### src/rtl/core_ifu_if.sv
// Fetch-unit bundle: instruction-memory request/response, redirect input and IF/ID output.
`ifndef CPU_PC_SIZE
`define CPU_PC_SIZE 64
`endif
`ifndef CPU_INSTR_SIZE
`define CPU_INSTR_SIZE 32
`endif

interface core_ifu_if;
  logic                       imem_req_valid_o;
  logic                       imem_req_ready_i;
  logic [`CPU_PC_SIZE-1:0]    imem_addr_o;
  logic                       imem_resp_valid_i;
  logic [`CPU_INSTR_SIZE-1:0] imem_rdata_i;
  logic                       redirect_valid_i;
  logic [`CPU_PC_SIZE-1:0]    redirect_pc_i;
  logic                       out_valid_o;
  logic                       out_ready_i;
  logic [`CPU_PC_SIZE-1:0]    pc_o;
  logic [`CPU_INSTR_SIZE-1:0] instr_o;
  logic [`CPU_PC_SIZE-1:0]    snpc_o;

  // Fetch unit side.
  modport master (
    output imem_req_valid_o, imem_addr_o, out_valid_o, pc_o, instr_o, snpc_o,
    input  imem_req_ready_i, imem_resp_valid_i, imem_rdata_i, redirect_valid_i, redirect_pc_i,
           out_ready_i
  );

  // Memory / pipeline side.
  modport slave (
    input  imem_req_valid_o, imem_addr_o, out_valid_o, pc_o, instr_o, snpc_o,
    output imem_req_ready_i, imem_resp_valid_i, imem_rdata_i, redirect_valid_i, redirect_pc_i,
           out_ready_i
  );
endinterface

### src/rtl/core_ifu.sv
// Instruction fetch unit: one outstanding memory request, redirect handling with
// response dropping, and a holding slot toward the IF/ID register.
`ifndef CPU_PC_SIZE
`define CPU_PC_SIZE 64
`endif
`ifndef CPU_INSTR_SIZE
`define CPU_INSTR_SIZE 32
`endif

module core_ifu #(
  parameter logic [`CPU_PC_SIZE-1:0] RESET_PC = 64'h0000_0000_8000_0000
) (
  input logic        clk,
  input logic        rst,
  core_ifu_if.master bus
);

  localparam int unsigned PcW = `CPU_PC_SIZE;
  localparam int unsigned InW = `CPU_INSTR_SIZE;

  typedef enum logic [1:0] {StReq, StWait, StDrop, StHold} state_e;

  state_e           state_q, state_d;
  logic [PcW-1:0]   pc_q, pc_d;
  logic [InW-1:0]   instr_q, instr_d;
  logic [PcW-1:0]   redirect_tgt;

  // Targets are word aligned; the low two bits of the redirect PC are dropped.
  assign redirect_tgt = {bus.redirect_pc_i[PcW-1:2], 2'b00};

  // State, PC and instruction registers with synchronous reset.
  always_ff @(posedge clk) begin
    if (rst) begin
      state_q <= StReq;
      pc_q    <= RESET_PC;
      instr_q <= '0;
    end else begin
      state_q <= state_d;
      pc_q    <= pc_d;
      instr_q <= instr_d;
    end
  end

  // Next-state logic: handshakes, redirects and response dropping.
  always_comb begin
    state_d = state_q;
    pc_d    = pc_q;
    instr_d = instr_q;
    case (state_q)
      StReq: begin
        if (bus.redirect_valid_i) begin
          pc_d = redirect_tgt;
          // A request accepted this cycle is stale; its response must be swallowed.
          if (bus.imem_req_ready_i) state_d = StDrop;
        end else if (bus.imem_req_ready_i) begin
          state_d = StWait;
        end
      end
      StWait: begin
        if (bus.redirect_valid_i) begin
          pc_d    = redirect_tgt;
          state_d = bus.imem_resp_valid_i ? StReq : StDrop;
        end else if (bus.imem_resp_valid_i) begin
          instr_d = bus.imem_rdata_i;
          state_d = StHold;
        end
      end
      StDrop: begin
        if (bus.redirect_valid_i) pc_d = redirect_tgt;
        // Once the stale response has arrived nothing is outstanding, even if a
        // redirect lands in the same cycle, so fetching can resume.
        if (bus.imem_resp_valid_i) state_d = StReq;
      end
      StHold: begin
        if (bus.redirect_valid_i) begin
          pc_d    = redirect_tgt;
          state_d = StReq;
        end else if (bus.out_ready_i) begin
          pc_d    = pc_q + PcW'(4);
          state_d = StReq;
        end
      end
      default: state_d = StReq;
    endcase
  end

  // Outputs are decodes of the registered state; requests are masked during reset.
  assign bus.imem_req_valid_o = (state_q == StReq) && !rst;
  assign bus.imem_addr_o      = pc_q;
  assign bus.out_valid_o      = (state_q == StHold);
  assign bus.pc_o             = pc_q;
  assign bus.instr_o          = instr_q;
  assign bus.snpc_o           = pc_q + PcW'(4);

endmodule
### src/flat_wrapper.sv
// flat-port wrapper written by rule: the top's interface ports become plain ports
module core_ifu_flat 
#(
  parameter logic [`CPU_PC_SIZE-1:0] RESET_PC = 64'h0000_0000_8000_0000
)
  (clk, rst, bus_imem_req_valid_o, bus_imem_addr_o, bus_out_valid_o, bus_pc_o, bus_instr_o, bus_snpc_o, bus_imem_req_ready_i, bus_imem_resp_valid_i, bus_imem_rdata_i, bus_redirect_valid_i, bus_redirect_pc_i, bus_out_ready_i);
  core_ifu_if bus_i ();
  input logic clk;
  input logic rst;
  output wire logic [$bits(bus_i.imem_req_valid_o)-1:0] bus_imem_req_valid_o;
  output wire logic [$bits(bus_i.imem_addr_o)-1:0] bus_imem_addr_o;
  output wire logic [$bits(bus_i.out_valid_o)-1:0] bus_out_valid_o;
  output wire logic [$bits(bus_i.pc_o)-1:0] bus_pc_o;
  output wire logic [$bits(bus_i.instr_o)-1:0] bus_instr_o;
  output wire logic [$bits(bus_i.snpc_o)-1:0] bus_snpc_o;
  input wire logic [$bits(bus_i.imem_req_ready_i)-1:0] bus_imem_req_ready_i;
  input wire logic [$bits(bus_i.imem_resp_valid_i)-1:0] bus_imem_resp_valid_i;
  input wire logic [$bits(bus_i.imem_rdata_i)-1:0] bus_imem_rdata_i;
  input wire logic [$bits(bus_i.redirect_valid_i)-1:0] bus_redirect_valid_i;
  input wire logic [$bits(bus_i.redirect_pc_i)-1:0] bus_redirect_pc_i;
  input wire logic [$bits(bus_i.out_ready_i)-1:0] bus_out_ready_i;
  assign bus_imem_req_valid_o = bus_i.imem_req_valid_o;
  assign bus_imem_addr_o = bus_i.imem_addr_o;
  assign bus_out_valid_o = bus_i.out_valid_o;
  assign bus_pc_o = bus_i.pc_o;
  assign bus_instr_o = bus_i.instr_o;
  assign bus_snpc_o = bus_i.snpc_o;
  assign bus_i.imem_req_ready_i = bus_imem_req_ready_i;
  assign bus_i.imem_resp_valid_i = bus_imem_resp_valid_i;
  assign bus_i.imem_rdata_i = bus_imem_rdata_i;
  assign bus_i.redirect_valid_i = bus_redirect_valid_i;
  assign bus_i.redirect_pc_i = bus_redirect_pc_i;
  assign bus_i.out_ready_i = bus_out_ready_i;
  core_ifu #(.RESET_PC(RESET_PC)) u_core (.clk(clk), .rst(rst), .bus(bus_i));
endmodule
### config.mk
export PLATFORM = sky130hd
export DESIGN_NAME = core_ifu_flat
export DESIGN_NICKNAME = d
export VERILOG_FILES = /design/src/rtl/core_ifu_if.sv /design/src/rtl/core_ifu.sv /design/src/flat_wrapper.sv
export SDC_FILE = /design/constraint.sdc
export NUM_CORES = 1
export LEC_CHECK = 0
export ABC_AREA = 0
export ABC_CLOCK_PERIOD_IN_PS = 5400
export CORE_AREA = 2 2 128 130
export DETAILED_ROUTE_END_ITERATION = 6
export DIE_AREA = 0 0 130 132
export HOLD_SLACK_MARGIN = 0.12
export PLACE_DENSITY = 0.83
export REMOVE_ABC_BUFFERS = 1
export SLEW_MARGIN = 20
export SYNTH_ARGS = -nofsm -noshare
export SYNTH_HDL_FRONTEND = slang
export SYNTH_SLANG_ARGS = --single-unit
### constraint.sdc
create_clock -name clk -period 5.4 [get_ports clk]
set_clock_uncertainty 0.1 [all_clocks]
set_input_delay 0.81 -clock clk [delete_from_list [all_inputs] [get_ports clk]]
set_output_delay 0.81 -clock clk [all_outputs]
set_load 0.02 [all_outputs]
Word-level counts from Yosys, hierarchy flattened
Index checks and enable logic that the tools add are counted.
Word-level totals
  word-level logic and storage cells: 34
  bits in registers: 98
  output and inout port bits: 226
  input bits: 102
Operators by class
  multiplexer cells: 14
  reductions and logical operators: 7
  bitwise logic cells: 1
  equality and inequality tests: 8
  add/subtract/negate cells: 1
Operators by type and width (count)
  64-bit 2-to-1 mux: 3
  64-bit case mux with 2 select lines: 1
  64-bit by 3-bit adder with 64-bit output, second input constant: 1
  2-bit 2-to-1 mux: 9
  2-bit case mux with 4 select lines: 1
  2-bit == test, second input constant: 2
  2-bit inequality test, second input constant: 2
  4-bit AND reduction: 1
  3-bit by 1-bit inequality test with 1-bit output, second input constant: 1
  3-bit inequality test, second input constant: 1
  3-bit AND reduction: 1
  3-bit OR reduction: 1
  2-bit by 1-bit == test with 1-bit output, second input constant: 1
  2-bit zero test: 1
  2-bit by 1-bit inequality test with 1-bit output, second input constant: 1
  2-bit AND reduction: 1
  1-bit logical AND: 1
  1-bit zero test: 1
  1-bit inverter: 1

Logic depth before layout (Yosys ltp)
  depth in word-level cells: 4
  gate-level depth with buffers: 8
  mapped depth without buffers: 6

Worst setup path after synthesis
No wires, ideal clock.
  path kind: register to output
  from: reg u_core.pc_q[3], in the netlist u_core.bus.imem_addr_o[3]
  to: out bus_snpc_o[40]
  data required time: 4.490 ns
  stages on the path, launching flop included: 8
  buffers on the path: 1
  arrival: 2.426 ns
  path slack: 2.064 ns
  cells stage by stage: dfxtp_1 -> ha_1 -> nand4_1 -> nor2_1 -> nand4_1 -> clkbuf_1 -> or3_1 -> xnor2_1
Between the ends
  word-level cells in the longest chain between the ends: 1
RTL lines
  start: declaration: line core_ifu.sv:24  | logic [PcW-1:0] pc_q, pc_d;
  start signal: assignment: line core_ifu.sv:39  | pc_q <= pc_d;
  64-bit by 3-bit adder with 64-bit output: line core_ifu.sv:93  | assign bus.snpc_o = pc_q + PcW'(4);
  end: declaration: line flat_wrapper.sv:15  | output wire logic [$bits(bus_i.snpc_o)-1:0] bus_snpc_o;
Every way passes these cells.

Final worst setup path
Ends and elaborated chain as after synthesis.

==> impl_metrics.tcl <==
set metrics [dict create \
    cts.sinks 96 \
    worst_ep_required_time_ps 4490 \
    synth_edf_count 0 \
    die_area_sq_um 17200 \
    drt_iter0_drc 596 \
    final_nets 1187 \
    max_cap_viol_count 0 \
    setup_slack_ps 549 \
    cp_common_cell "nand4_1" \
    ant_nets 0 \
    critPathMaxStageDelay_ps 630 \
    outcome "completed" \
    grt_usage_pct 27.4 \
    crit_arrival_ps 3940 \
    dp.final_hpwl_um 17800 \
    area_growth_pct 48.1 \
    ys_seq_area_share_pct 29.7 \
    cp-start-kind "flip-flop" \
    first_pass_iters 7 \
    start_util_pct 41.2 \
    final-max-slew-violation-count 0 \
    rows 46 \
    routed_wl_um 24400 \
    postCtsSetupRepairBufs 0 \
    whs_ps 352 \
    final_common_cell "clkdlybuf4s50_1" \
    cts_buffers 9 \
    die_w_um 130 \
    pin_count 328 \
    path_delay_family "simple AND/OR/NAND/NOR gates" \
    core-area_sq_um 15700 \
    vias_per_cell 5.65 \
    grt_pass1_vias 6856 \
    worst_pin_slew_ps 978 \
    peakVddDrop_mv 0.155 \
    yosysUniqueCellTypes 53 \
    crit_slowest_cell "nand4_1" \
    synth_ff_type "dfxtp_1" \
    route.detailed.drc 0 \
    p_total_mw 2.02 \
    cts_tree "yes" \
    io_buffers 319 \
    die_h_um 132 \
    syn_inst 869 \
    antenna_found_initial 0 \
    synthesis.area_sq_um 6470 \
    overflow 0 \
    clk_latency_ps 350 \
    h-tree-depth 3 \
    drive_gt1_share_pct 3.76 \
    post_drt_wl_per_cell_um 18.7 \
    p_leak_nw 3.32 \
    antenna_cells 0 \
    synth.avg_cell_area_sq_um 7.45 \
    path_buf_inv 1 \
    dpl_worst_slack_ps 1010 \
    gp_congestion 0.890 \
    most-common-layout-cells "clkdlybuf4s50_1 (317), nand2_1 (111), dfxtp_1 (96)" \
    path_cells "ha_1 -> nand4_1 -> nor2_1 -> nand4_1 -> or3_1 -> xnor2_1 -> clkdlybuf4s50_1" \
    cts-root-buf "clkbuf_16" \
    synth_seq_cells 96 \
    setup_tns_ps 0 \
    cp_max_fo 11 \
    async_flop_share_pct 0 \
    clock_path_buffers 2 \
    multi_input_area_sq_um 3780 \
    rsz0062_at_grt "no" \
    fmax_mhz 206 \
    grt_max_degree 65 \
    timing.final.crit_share_pct 89.8 \
    cts_hold_buf 0 \
    fin_util_pct 61.0 \
    cts.clk_slew.worst_paths_ps 80 \
    fin_crit_ps 4850 \
    cts_resized 0 \
    min_path_type "reg -> reg" \
    finalHoldViolations 0 \
    maxSlewHeadroom_pct 34.2 \
    fill_cells 1413 \
    cp-end-kind "output pin" \
    ys_warn_count 0 \
    grt_pass1_wl_um 37400 \
    pwr_density_cell_nw_per_um2 211 \
    vias 7373 \
    crit_type "reg -> out" \
    seq_area_sq_um 1920 \
    finalSetupViolCount 0 \
]
## worst register-to-register path: stages, from the launching register on
cell	delay [ps]
dfxtp_1	470
ha_1	320
nand4_1	320
nor2_1	500
nand4_1	630
or4_1	720
a311oi_1	300
## cell usage after synthesis (9+ instances only)
library cell | count | area share, %
nand2_1 | 111 | 6.4
or4_1 | 14 | 1.6
and3_1 | 20 | 1.9
nand3_1 | 39 | 3.0
nor3_1 | 29 | 2.2
nor4_1 | 15 | 1.5
dfxtp_1 | 96 | 30
clkbuf_1 | 46 | 2.7
nand4_1 | 36 | 3.5
o21a_1 | 10 | 1.2
nor2_1 | 82 | 4.8
buf_4 | 68 | 7.9
a211oi_1 | 19 | 2.2
buf_2 | 16 | 1.2
o31ai_1 | 9 | 1.0
and2_1 | 10 | 0.97
xor2_1 | 41 | 5.5
a311oi_1 | 20 | 2.7
o21ai_0 | 28 | 2.2
a21oi_1 | 49 | 3.8
xnor2_1 | 34 | 4.6
## cell families after synthesis
group	count (synthesis)	synth area share (%)
AND/OR/NAND/NOR	386	29.7
multiplexers	5	0.773
AO/OA/AOI/OAI	165	17.0
buffers and inverters	140	12.4
XOR/XNOR	75	10.2
adder cells (fa/ha/maj)	1	0.193
flip-flops	96	29.7
other	1	0.0579
## flip-flops by register name, summed over array words and instances, names as in the netlist
register                flops
u_core.bus.instr_o         32
u_core.state_q              2
u_core.bus.imem_addr_o     62
## worst paths after layout
| kind | start | to | slack (ps) | depth (start not counted) |
|---|---|---|---|---|
| worst max-delay path | u_core.bus.imem_addr_o[3] | bus_snpc_o[40] | 550 | 7 |
| worst min-delay path | u_core.bus.instr_o[26] | u_core.bus.instr_o[26] | 350 | 2 |
| worst max register to register | u_core.bus.imem_addr_o[3] | u_core.bus.imem_addr_o[48] | 1940 | 6 |
| worst min register to register | u_core.bus.instr_o[26] | u_core.bus.instr_o[26] | 350 | 2 |
## through the flow
stage / area, sq um / instances
2_1_floorplan: 5710 / 740
3_3_place_gp: 9290 / 1289
3_5_place_dp: 9290 / 1289
4_1_cts: 9590 / 1305
5_1_grt: 9590 / 1305
6_report: 9590 / 1305
## per-layer routing
| metal | vias to the layer above | wire, um | GRT usage, % |
|---|---|---|---|
| met3 | 40 | 2020 | 4.50 |
| met4 | 0 | 575 | 9.50 |
| met1 | 3469 | 10100 | 36.1 |
| li1 | 3466 | - | - |
| met2 | 398 | 11700 | 45.0 |
| met5 | - | 0 | 0 |
## power breakdown
group / leakage, nW / switching [mW] / internal, mW / total (mW)
Sequential: 0.790 / 0.0817 / 0.743 / 0.825
Clock: 0.147 / 0.327 / 0.329 / 0.655
Combinational: 2.38 / 0.262 / 0.279 / 0.541
Total: 3.32 / 0.671 / 1.35 / 2.02
## layout make-up
type	count	area share [%]
clock buffer	9	2.35
sequential	96	20.0
multi-input combinational	638	39.5
clock inverter	7	0.770
tap	216	2.82
inverter	6	0.235
timing repair buffer	333	34.3
Power figures use the tool's default switching activity.
